===== src/rtl/deserializer_rst.sv =====
// deserializer_rst: serial-to-parallel receiver, LSB first, one bit per clock.
// Bits are qualified by i_valid and a frame must arrive with i_valid held
// continuously; a gap mid-frame aborts it with o_frame_err. Completed words go
// into a single-entry output register.
//
// Output handshake: o_data is offered while o_valid=1 and is taken on any
// rising edge where o_valid && i_ready. o_data is held stable until then.
// A word completing while the register is full and not being taken is
// dropped, and o_overflow pulses.
//
// Optional feature: define DESERIALIZER_PARITY_EN to append one even-parity
// bit to every frame. A bad frame is discarded and o_parity_err pulses.
module deserializer_rst #(
    parameter int DATA_WIDTH = 8
) (
    input  logic                  i_clk,
    input  logic                  i_rst,
    input  logic                  i_valid,
    input  logic                  i_data,
    input  logic                  i_ready,
    output logic [DATA_WIDTH-1:0] o_data,
    output logic                  o_valid,
    output logic                  o_busy,
    output logic                  o_frame_err,
    output logic                  o_overflow,
    output logic                  o_parity_err
);

`ifdef DESERIALIZER_PARITY_EN
    localparam int FRAME_LEN = DATA_WIDTH + 1;
`else
    localparam int FRAME_LEN = DATA_WIDTH;
`endif
    localparam int CNT_W = $clog2(FRAME_LEN);
    localparam logic [CNT_W-1:0] CNT_LAST = CNT_W'(FRAME_LEN - 1);

    typedef enum logic {
        S_IDLE  = 1'b0,
        S_SHIFT = 1'b1
    } state_e;

    state_e                 state_q, state_d;
    logic [CNT_W-1:0]       cnt_q, cnt_d;
    logic [FRAME_LEN-1:0]   shift_q, shift_d;
    logic                   frame_done;
    logic                   frame_err_q, frame_err_d;

    logic [DATA_WIDTH-1:0]  data_q, data_d;
    logic                   valid_q, valid_d;
    logic                   overflow_q, overflow_d;
    logic                   word_ok;

    // Frame FSM state, bit counter and shift register
    always_ff @(posedge i_clk) begin
        if (i_rst) begin
            state_q     <= S_IDLE;
            cnt_q       <= '0;
            shift_q     <= '0;
            frame_err_q <= 1'b0;
        end else begin
            state_q     <= state_d;
            cnt_q       <= cnt_d;
            shift_q     <= shift_d;
            frame_err_q <= frame_err_d;
        end
    end

    // Frame FSM next state: capture bits, detect completion and truncation
    always_comb begin
        state_d     = state_q;
        cnt_d       = cnt_q;
        shift_d     = shift_q;
        frame_done  = 1'b0;
        frame_err_d = 1'b0;
        case (state_q)
            S_IDLE: begin
                if (i_valid) begin
                    // Clear stale bits so a new frame never inherits old data.
                    shift_d    = '0;
                    shift_d[0] = i_data;
                    cnt_d      = CNT_W'(1);
                    state_d    = S_SHIFT;
                end
            end
            S_SHIFT: begin
                if (i_valid) begin
                    shift_d[cnt_q] = i_data;
                    if (cnt_q == CNT_LAST) begin
                        cnt_d      = '0;
                        state_d    = S_IDLE;
                        frame_done = 1'b1;
                    end else begin
                        cnt_d = cnt_q + CNT_W'(1);
                    end
                end else begin
                    // Gap inside a frame: drop the partial word.
                    cnt_d       = '0;
                    shift_d     = '0;
                    state_d     = S_IDLE;
                    frame_err_d = 1'b1;
                end
            end
            default: begin
                cnt_d   = '0;
                state_d = S_IDLE;
            end
        endcase
    end

`ifdef DESERIALIZER_PARITY_EN
    logic parity_err_q, parity_err_d;

    // Even parity across data bits and parity bit gates delivery
    always_comb begin
        word_ok      = frame_done && !(^shift_d);
        parity_err_d = frame_done && (^shift_d);
    end

    // Parity error pulse register
    always_ff @(posedge i_clk) begin
        if (i_rst) parity_err_q <= 1'b0;
        else       parity_err_q <= parity_err_d;
    end

    assign o_parity_err = parity_err_q;
`else
    // Without parity every completed frame is a candidate word
    always_comb begin
        word_ok = frame_done;
    end

    assign o_parity_err = 1'b0;
`endif

    // Output register next state: load, overflow drop or consume
    always_comb begin
        data_d     = data_q;
        valid_d    = valid_q;
        overflow_d = 1'b0;
        if (word_ok) begin
            // A word being taken this cycle frees the slot for the new one.
            if (!valid_q || i_ready) begin
                data_d  = shift_d[DATA_WIDTH-1:0];
                valid_d = 1'b1;
            end else begin
                overflow_d = 1'b1;
            end
        end else if (valid_q && i_ready) begin
            valid_d = 1'b0;
        end
    end

    // Output register and overflow pulse
    always_ff @(posedge i_clk) begin
        if (i_rst) begin
            data_q     <= '0;
            valid_q    <= 1'b0;
            overflow_q <= 1'b0;
        end else begin
            data_q     <= data_d;
            valid_q    <= valid_d;
            overflow_q <= overflow_d;
        end
    end

    assign o_data      = data_q;
    assign o_valid     = valid_q;
    assign o_busy      = (cnt_q != '0);
    assign o_frame_err = frame_err_q;
    assign o_overflow  = overflow_q;

endmodule


===== config.mk =====
export PLATFORM = sky130hd
export DESIGN_NAME = deserializer_rst
export DESIGN_NICKNAME = d
export VERILOG_FILES = /design/src/rtl/deserializer_rst.sv
export SDC_FILE = /design/constraint.sdc
export NUM_CORES = 1
export LEC_CHECK = 0
export CAP_MARGIN = 10
export CORE_ASPECT_RATIO = 0.6
export CORE_MARGIN = 5
export CORE_UTILIZATION = 35
export DETAILED_ROUTE_END_ITERATION = 10
export PLACE_DENSITY = 0.6
export SYNTH_ARGS = -nofsm -noshare
export SYNTH_HDL_FRONTEND = slang
export SYNTH_SLANG_ARGS = --single-unit

===== constraint.sdc =====
create_clock -name i_clk -period 4.5 [get_ports i_clk]
set_input_delay 0.675 -clock i_clk [delete_from_list [all_inputs] [get_ports i_clk]]
set_output_delay 0.675 -clock i_clk [all_outputs]
set_load 0.005 [all_outputs]

---- Word-level counts from Yosys, hierarchy flattened ----
Index checks and enable logic that the tools add are counted.
operators by class
  muxes and demuxes ....................... 22
  equality and inequality tests ........... 3
  bitwise logic cells ..................... 2
  add/sub/neg operators ................... 1
  $lt $le $gt $ge ......................... 2
  reduce and logical (&&, ||, !) cells .... 10
operators with widths
  cell                                                                                  count
  8-bit 2-to-1 mux                                                                      2
  8-bit one-hot mux with 2 select lines                                                 1
  1-bit 2-to-1 mux                                                                      12
  3-bit 2-to-1 mux                                                                      3
  8-bit bitwise mux                                                                     1
  3-bit one-hot mux with 2 select lines                                                 1
  3-bit by 4-bit < comparator with 1-bit output (second input constant)                 1
  2-bit AND reduction                                                                   2
  2-bit OR reduction                                                                    2
  3-bit by 1-bit adder with 3-bit output (second input constant)                        1
  1-bit demux with 3-bit select                                                         1
  3-bit equality test (second input constant)                                           1
  3-bit by 1-bit greater-or-equal comparator with 1-bit output (second input constant)  1
  3-bit nonzero test                                                                    1
  1-bit logical AND                                                                     2
  2-bit by 1-bit inequality test with 1-bit output (second input constant)              1
  2-bit inequality test (second input constant)                                         1
  1-bit NOT                                                                             2
  1-bit one-hot mux with 2 select lines                                                 1
  2-bit nonzero test                                                                    1
  1-bit zero test                                                                       1
  1-bit logical OR                                                                      1
word-level totals
  output and inout port bits .............. 13
  bits in registers ....................... 23

---- Longest topological paths before layout ----
Gate-level depths: netlist of the first run.
  depth after elaboration ................. 7
  gate-level depth with buffers ........... 6
  gate-level depth less buffers ........... 5

---- Least setup slack after synthesis of the first run ----
No wires, ideal clock.
  path type ............................... flip-flop to output port
  from .................................... reg cnt_q[1]
  to ...................................... out o_busy
  setup slack ............................. 2931 ps
  arrival time ............................ 894 ps
  data required time ...................... 3825 ps
  stages on the path, launching flop included .. 5
  path buffers ............................ 1
  cells stage by stage .................... dfxtp_1 clkbuf_1 inv_1 ha_1 nand2b_1
on the way
  word-level cells in the longest chain between the ends .. 1
ends and longest elaborated chain
  element                 RTL line  source
  start, declared         43        logic [CNT_W-1:0] cnt_q, cnt_d;
  start signal, assigned  62        cnt_q <= cnt_d;
  3-bit nonzero test      168       assign o_busy = (cnt_q != '0);
  end, declared           23        output logic o_busy,
Every way passes these cells.

---- Worst setup path in the final report of the first run ----
  from .................................... reg cnt_q[0]
  to ...................................... out o_busy
The elaborated chain is that of the path after synthesis.

==> metrics.md, run 1 <==
| Metric | Value |
|---|---|
| RSZ-0062 raised after global routing | `no` |
| Top-level I/O count | `18` |
| EDFF count, synth | `0` |
| Insertion delay to the later sink of the worst-skew pair | `0.27 ns` |
| Pleak | `0.418 nW` |
| Vias | `840` |
| Layout Area Growth over Synthesis | `21.3%` |
| # hold bufs at CTS | `0` |
| All-Layer GR Usage | `12.4%` |
| Post-Syn Area | `1020 um^2` |
| Die W | `79.6 um` |
| Clock sinks | `23` |
| Synth Register Bits | `23` |
| Switching Fraction | `23.7%` |
| Post-CTS Setup Inserts | `0` |
| Hold/Removal Path Class | `register to register` |
| Peak VDD IR | `0.000117 V` |
| IO buf count | `16` |
| Die Y | `51.8 um` |
| Synth area leaders | `dfxtp_1 45%, o221ai_1 6.0%, o2bb2ai_1 6.0%` |
| Starting Density | `35.9%` |
| DRT antenna net count | `0` |
| CTS H-Tree Depth | `1` |
| PnR worst setup slack | `2.07 ns` |
| Slew headroom | `56.0%` |
| Combinational power share | `6.8%` |
| Nets | `129` |
| Final hold violations | `0` |
| Crit path time final | `2.43 ns` |
| Pre-CTS setup slack | `2.13 ns` |
| Max clock buf depth | `2` |
| Fin. max-slew vios | `0` |
| Drt first-iter violations | `32` |
| Total core area | `2830 um^2` |
| Share of cells above drive strength 1 | `7.50%` |
| R2R Setup Slk | `2.47 ns` |
| CTS buffer count | `3` |
| Clk_skew | `0.00353 ns` |
| Wirelength, routed | `2.31 mm` |
| Maximum fanout along the worst path | `15` |
| Post-CTS sizing | `0` |
| Max Freq | `411 MHz` |
| Critical Path RT | `3.83 ns` |
| Synth unique cells | `33` |
| Clock share of power | `35.7%` |
| Most frequent cells after synthesis | `23 x dfxtp_1, 8 x a21oi_1, 8 x nand2_1, 7 x o221ai_1, 7 x o2bb2ai_1` |
| Gr ovfl total | `0` |
| Seq pwr share | `57.5%` |
| First-pass GRT wire length | `3.86 mm` |
| Final setup fails | `0` |
| Seq/Total Area, Yosys | `45.2%` |
| Placed insts | `158` |
| Internal power | `0.000279 W` |
| Period utilisation layout | `54.1%` |
| # diodes | `0` |
| CP arrival | `1.76 ns` |
| Most common cell in the synthesized netlist | `dfxtp_1` |
| Die area | `4120 um^2` |
| Synth Flop Type | `dfxtp_1` |
| Number of global-route vias before repair | `772` |
| Cell area after layout | `1230 um^2` |
| Initial antenna violation count | `0` |
| CTS tree | `built` |
| Cell taking the most area after synthesis | `dfxtp_1` |
| Status | `finished clean` |
| Crit end category | `output port` |
| Synth Warn # | `0` |
| Least-Margin Pin Slew | `0.658 ns` |
| Pre-antenna DRT Iters | `4` |
| Count of mapped cells out of synthesis | `109` |
| Gpl congestion | `0.740` |
| Area after DPL | `1190 um^2` |
| Synth top area share | `45.2%` |
| Critical path startpoint category | `register` |
| Sw power | `0.0000867 W` |
| Root buf cell | `clkbuf_8` |
| DRC viols | `0` |
| Via density | `5.19` |
| Syn Nets | `117` |
| Post-route setup TNS | `0 ns` |
| FP Rows | `15` |
| Final core utilization | `43.6%` |
| MaxCap Viol Count | `0` |
| Wire per inst | `14.3 um` |
| Clk slew on worst S/H paths | `0.08 ns` |
| Hpwl dp | `1.65 mm` |
| Critical path class | `register to output port` |
| Fin cells | `162` |
| Largest net degree at the start of global routing | `19` |
| FFs w/ async S/R, synth | `0%` |
| Pwr Density | `296 nW/um^2` |
| Mapped Avg Cell Area | `9.34 um^2` |
## layout by cell type, fill, tap and decap left out
cell	count
a31oi_2	1
and2_1	1
a32oi_1	1
a22oi_1	1
nand2_1	8
a21oi_1	8
inv_1	4
conb_1	1
clkinv_2	1
a31oi_1	2
or3_1	1
nand3b_1	1
and3b_1	3
nand2b_1	5
nor2b_1	1
mux2i_1	1
a211oi_1	2
nor2_1	4
o21a_1	1
clkdlybuf4s50_1	16
nor3_1	2
and3_1	1
nand3_1	1
o2bb2ai_1	7
ha_1	3
o21ai_0	1
o221ai_1	7
a311oi_1	1
clkbuf_8	3
nor3b_1	4
dfxtp_1	23
nand3_2	1
or2_2	3
## kinds of logic (layout without fill, tap and decap cells)
family	Yosys count	in the layout	share of synthesized area (%)
AND/OR/NAND/NOR	36	36	20.5
AO/OA/AOI/OAI	32	32	23.6
flip-flops	23	23	45.2
buffers and inverters	13	24	5.65
adder cells (fa/ha/maj)	3	3	3.69
other	1	1	0.368
multiplexers	1	1	0.983
## stage by stage
step           hold WS [ns]  power (W)
2_1_floorplan         0.436   0.000232
3_3_place_gp          0.445   0.000240
3_5_place_dp          0.446   0.000240
4_1_cts               0.460   0.000370
5_1_grt               0.471   0.000383
6_report              0.457   0.000366
## registers in the layout, indices dropped and copies added (netlist names)
name	cells
o_valid	1
o_data	8
shift_q	8
cnt_q	3
state_q	1
o_overflow	1
o_frame_err	1
## metal layers
metal | global-route usage [%] | part of all wire (%) | vias up
met5 | 0 | 0 | -
met4 | 2.57 | 0.61 | 0
met3 | 4.15 | 2.9 | 2
met2 | 15.5 | 38 | 12
met1 | 19.5 | 58 | 406
li1 | - | - | 420
## critical path: stages (launching register included)
cell	delay [ns]
dfxtp_1	0.61
inv_1	0.12
ha_1	0.21
nand2b_1	0.06
clkdlybuf4s50_1	0.49
## cell type report
cell class | count | area [um^2]
Fill cell | 275 | 1600
Multi-Input combinational cell | 73 | 500
Sequential cell | 23 | 460
Timing Repair Buffer | 16 | 160
Tap cell | 42 | 52.6
Clock buffer | 3 | 41.3
Inverter | 4 | 15.0
Clock inverter | 1 | 5.00
## power by group through the flow
stage               logic [W]  clock network, W  registers (W)
floorplan           0.0000190                 0       0.000213
global placement    0.0000247                 0       0.000215
detailed placement  0.0000250                 0       0.000215
CTS                 0.0000251          0.000135       0.000210
global route        0.0000278          0.000144       0.000211
finish              0.0000250          0.000131       0.000210
## worst paths after layout
check | startpoint | cells after the start | endpoint
min | shift_q[5]$_SDFF_PP0_ | 2 | shift_q[5]$_SDFF_PP0_
max | cnt_q[0]$_SDFFE_PP0P_ | 4 | o_busy
max reg2reg | cnt_q[0]$_SDFFE_PP0P_ | 5 | o_data[6]$_SDFFE_PP0P_
min reg2reg | shift_q[5]$_SDFF_PP0_ | 2 | shift_q[5]$_SDFF_PP0_
No activity file was read; power rests on OpenSTA's default activity.
==> run 2, diff against run 1 <==
Settings changed: PLACE_DENSITY 0.6 to 0.62.
Clock period 4.5 ns to 2.15 ns, I/O delays scaled along.
==> metrics.md, run 2 (synthesized netlist as in run 1, its figures left out) <==
| Metric | Value |
|---|---|
| Crit-path max cell delay | `0.49 ns` |
| Placed insts | `162` |
| Final setup fails | `0` |
| Crit path cell chain | `inv_1 > ha_1 > nand2b_1 > clkdlybuf4s50_1` |
| Pleak | `0.435 nW` |
| Clock sinks | `23` |
| Wire per inst | `14.7 um` |
| Die W | `79.6 um` |
| R2R Setup Slk | `0.40 ns` |
| Layout Area Growth over Synthesis | `24.7%` |
| Insertion delay to the later sink of the worst-skew pair | `0.27 ns` |
| Gr ovfl total | `0` |
| Root buf cell | `clkbuf_8` |
| Hold wc startpoint | `shift_q[7]$_SDFF_PP0_` |
| Total core area | `2830 um^2` |
| First-pass GRT wire length | `4.17 mm` |
| Buf/Inv on CP | `2` |
| Filler cell count | `275` |
| Maximum fanout along the worst path | `15` |
| Crit path time final | `1.96 ns` |
| Peak VDD IR | `0.000310 V` |
| Most frequent cells in the layout | `21 x dfxtp_1, 16 x clkdlybuf4s50_1, 8 x nand2_1, 8 x a21oi_1` |
| Status | `finished clean` |
| Die area | `4120 um^2` |
| DRT antenna net count | `0` |
| CP top delay family | `buffers and inverters` |
| RSZ-0062 raised after global routing | `no` |
| Clk_skew | `0.00432 ns` |
| Gpl congestion | `0.775` |
| FP Rows | `15` |
| Initial antenna violation count | `0` |
| WHS Path Cells | `2` |
| # diodes | `0` |
| Max Freq | `510 MHz` |
| Via density | `5.19` |
| Pwr Density | `618 nW/um^2` |
| Overall Power | `0.000785 W` |
| Critical Path RT | `1.83 ns` |
| Die Y | `51.8 um` |
| Pre-CTS setup slack | `0.161 ns` |
| Nets | `133` |
| Largest net degree at the start of global routing | `16` |
| Crit end category | `output port` |
| Pre-antenna DRT Iters | `4` |
| Hold Path End | `shift_q[7]$_SDFF_PP0_` |
| Reg2reg end | `o_data[4]$_SDFFE_PP0P_` |
| Period utilisation layout | `91.2%` |
| # hold bufs at CTS | `0` |
| Starting Density | `35.9%` |
| Share of cells above drive strength 1 | `12.1%` |
| Fin. max-slew vios | `0` |
| Footprint of the multi-input gates | `500 um^2` |
| Post-route setup TNS | `0 ns` |
| All-Layer GR Usage | `13.2%` |
| Hpwl dp | `1.75 mm` |
| Fin cells | `166` |
| Worst-path cell with the longest stage delay | `dfxtp_2` |
| Critical path class | `register to output port` |
| Register area | `463 um^2` |
| FF-to-FF path depth | `4` |
| Hold/Removal Path Class | `register to register` |
| Drt first-iter violations | `74` |
| CTS buffer count | `3` |
| CTS H-Tree Depth | `1` |
| Critical path startpoint category | `register` |
| Final hold violations | `0` |
| IO buf count | `16` |
| Most common cell after layout, fill and taps aside | `dfxtp_1` |
| CTS tree | `built` |
| Top-level I/O count | `18` |
| R2r startpoint | `cnt_q[2]$_SDFFE_PP0P_` |
| Clk slew on worst S/H paths | `0.09 ns` |
| Wirelength, routed | `2.44 mm` |
| DRC viols | `0` |
| Max clock buf depth | `2` |
| Hold WS | `0.460 ns` |
| MaxCap Viol Count | `0` |
| Number of global-route vias before repair | `877` |
| Vias | `861` |
| CP arrival | `1.64 ns` |
| Post-CTS Setup Inserts | `0` |
| PnR worst setup slack | `0.190 ns` |
==> run 2: cell types whose count changed in the layout (fill, tap and decap cells not counted), sizes merged <==
cell / before / now
buf: 0 / 4
clkinv: 1 / 0
clkinvlp: 0 / 1
==> run 2: final cells by class <==
type                       instances  area share, %
inverter                           4           1.18
tap                               42           4.14
clock buffer                       3           3.25
clock inverter                     1          0.591
sequential                        23           36.5
multi-input combinational         73           39.4
timing repair buffer              20           15.0
==> run 2: timing repair <==
action	4_1_cts	5_1_grt
endpoints found under the hold margin	0	0
setup endpoints to repair	0	1
gates resized for setup	0	2
==> run 2: worst register-to-register path: cells and delay by family, from the launching register on <==
kind            cells  cell delay (ns)
fa+ha+maj           1             0.28
simple gates        2             0.60
flops               1             0.63
compound gates      1             0.19
==> run 2: worst max-delay path by stage <==
stage / startpoint / endpoint / slack (ns) / cells past startpoint
4_1_cts: cnt_q[0]$_SDFFE_PP0P_ / o_busy / 0.008 / 4
6_report: cnt_q[0]$_SDFFE_PP0P_ / o_busy / 0.19 / 4
2_1_floorplan: cnt_q[0]$_SDFFE_PP0P_ / o_data[1]$_SDFFE_PP0P_ / 0.65 / 6
3_3_place_gp: i_valid / o_data[2]$_SDFFE_PP0P_ / 0.27 / 4
3_5_place_dp: i_valid / o_data[5]$_SDFFE_PP0P_ / 0.16 / 4
5_1_grt: cnt_q[0]$_SDFFE_PP0P_ / o_busy / 0.09 / 4
==> run 2: per-layer routing <==
| metal | share of wire [%] | global-route usage (%) | wire length [um] | up-vias |
|---|---|---|---|---|
| met5 | 0 | 0 | 0 | - |
| met4 | 1.0 | 4.57 | 25 | 0 |
| met3 | 4.8 | 4.84 | 117 | 4 |
| met2 | 42 | 19.5 | 1030 | 21 |
| met1 | 52 | 17.7 | 1270 | 409 |
| li1 | - | - | - | 427 |
==> run 2: power by group <==
group          total (W)  internal (W)  switching (W)
logic          0.0000576     0.0000282      0.0000293
registers       0.000442      0.000431      0.0000104
clock network   0.000286      0.000132       0.000154
total           0.000785      0.000591       0.000194
==> run 2: stage by stage <==
step                      instance area, um^2  util, %
after floorplan                          1020        -
after global placement                   1220     43.0
after detailed placement                 1220     43.0
after CTS                                1270     44.7
after global routing                     1270     44.8
final                                    1270     44.8
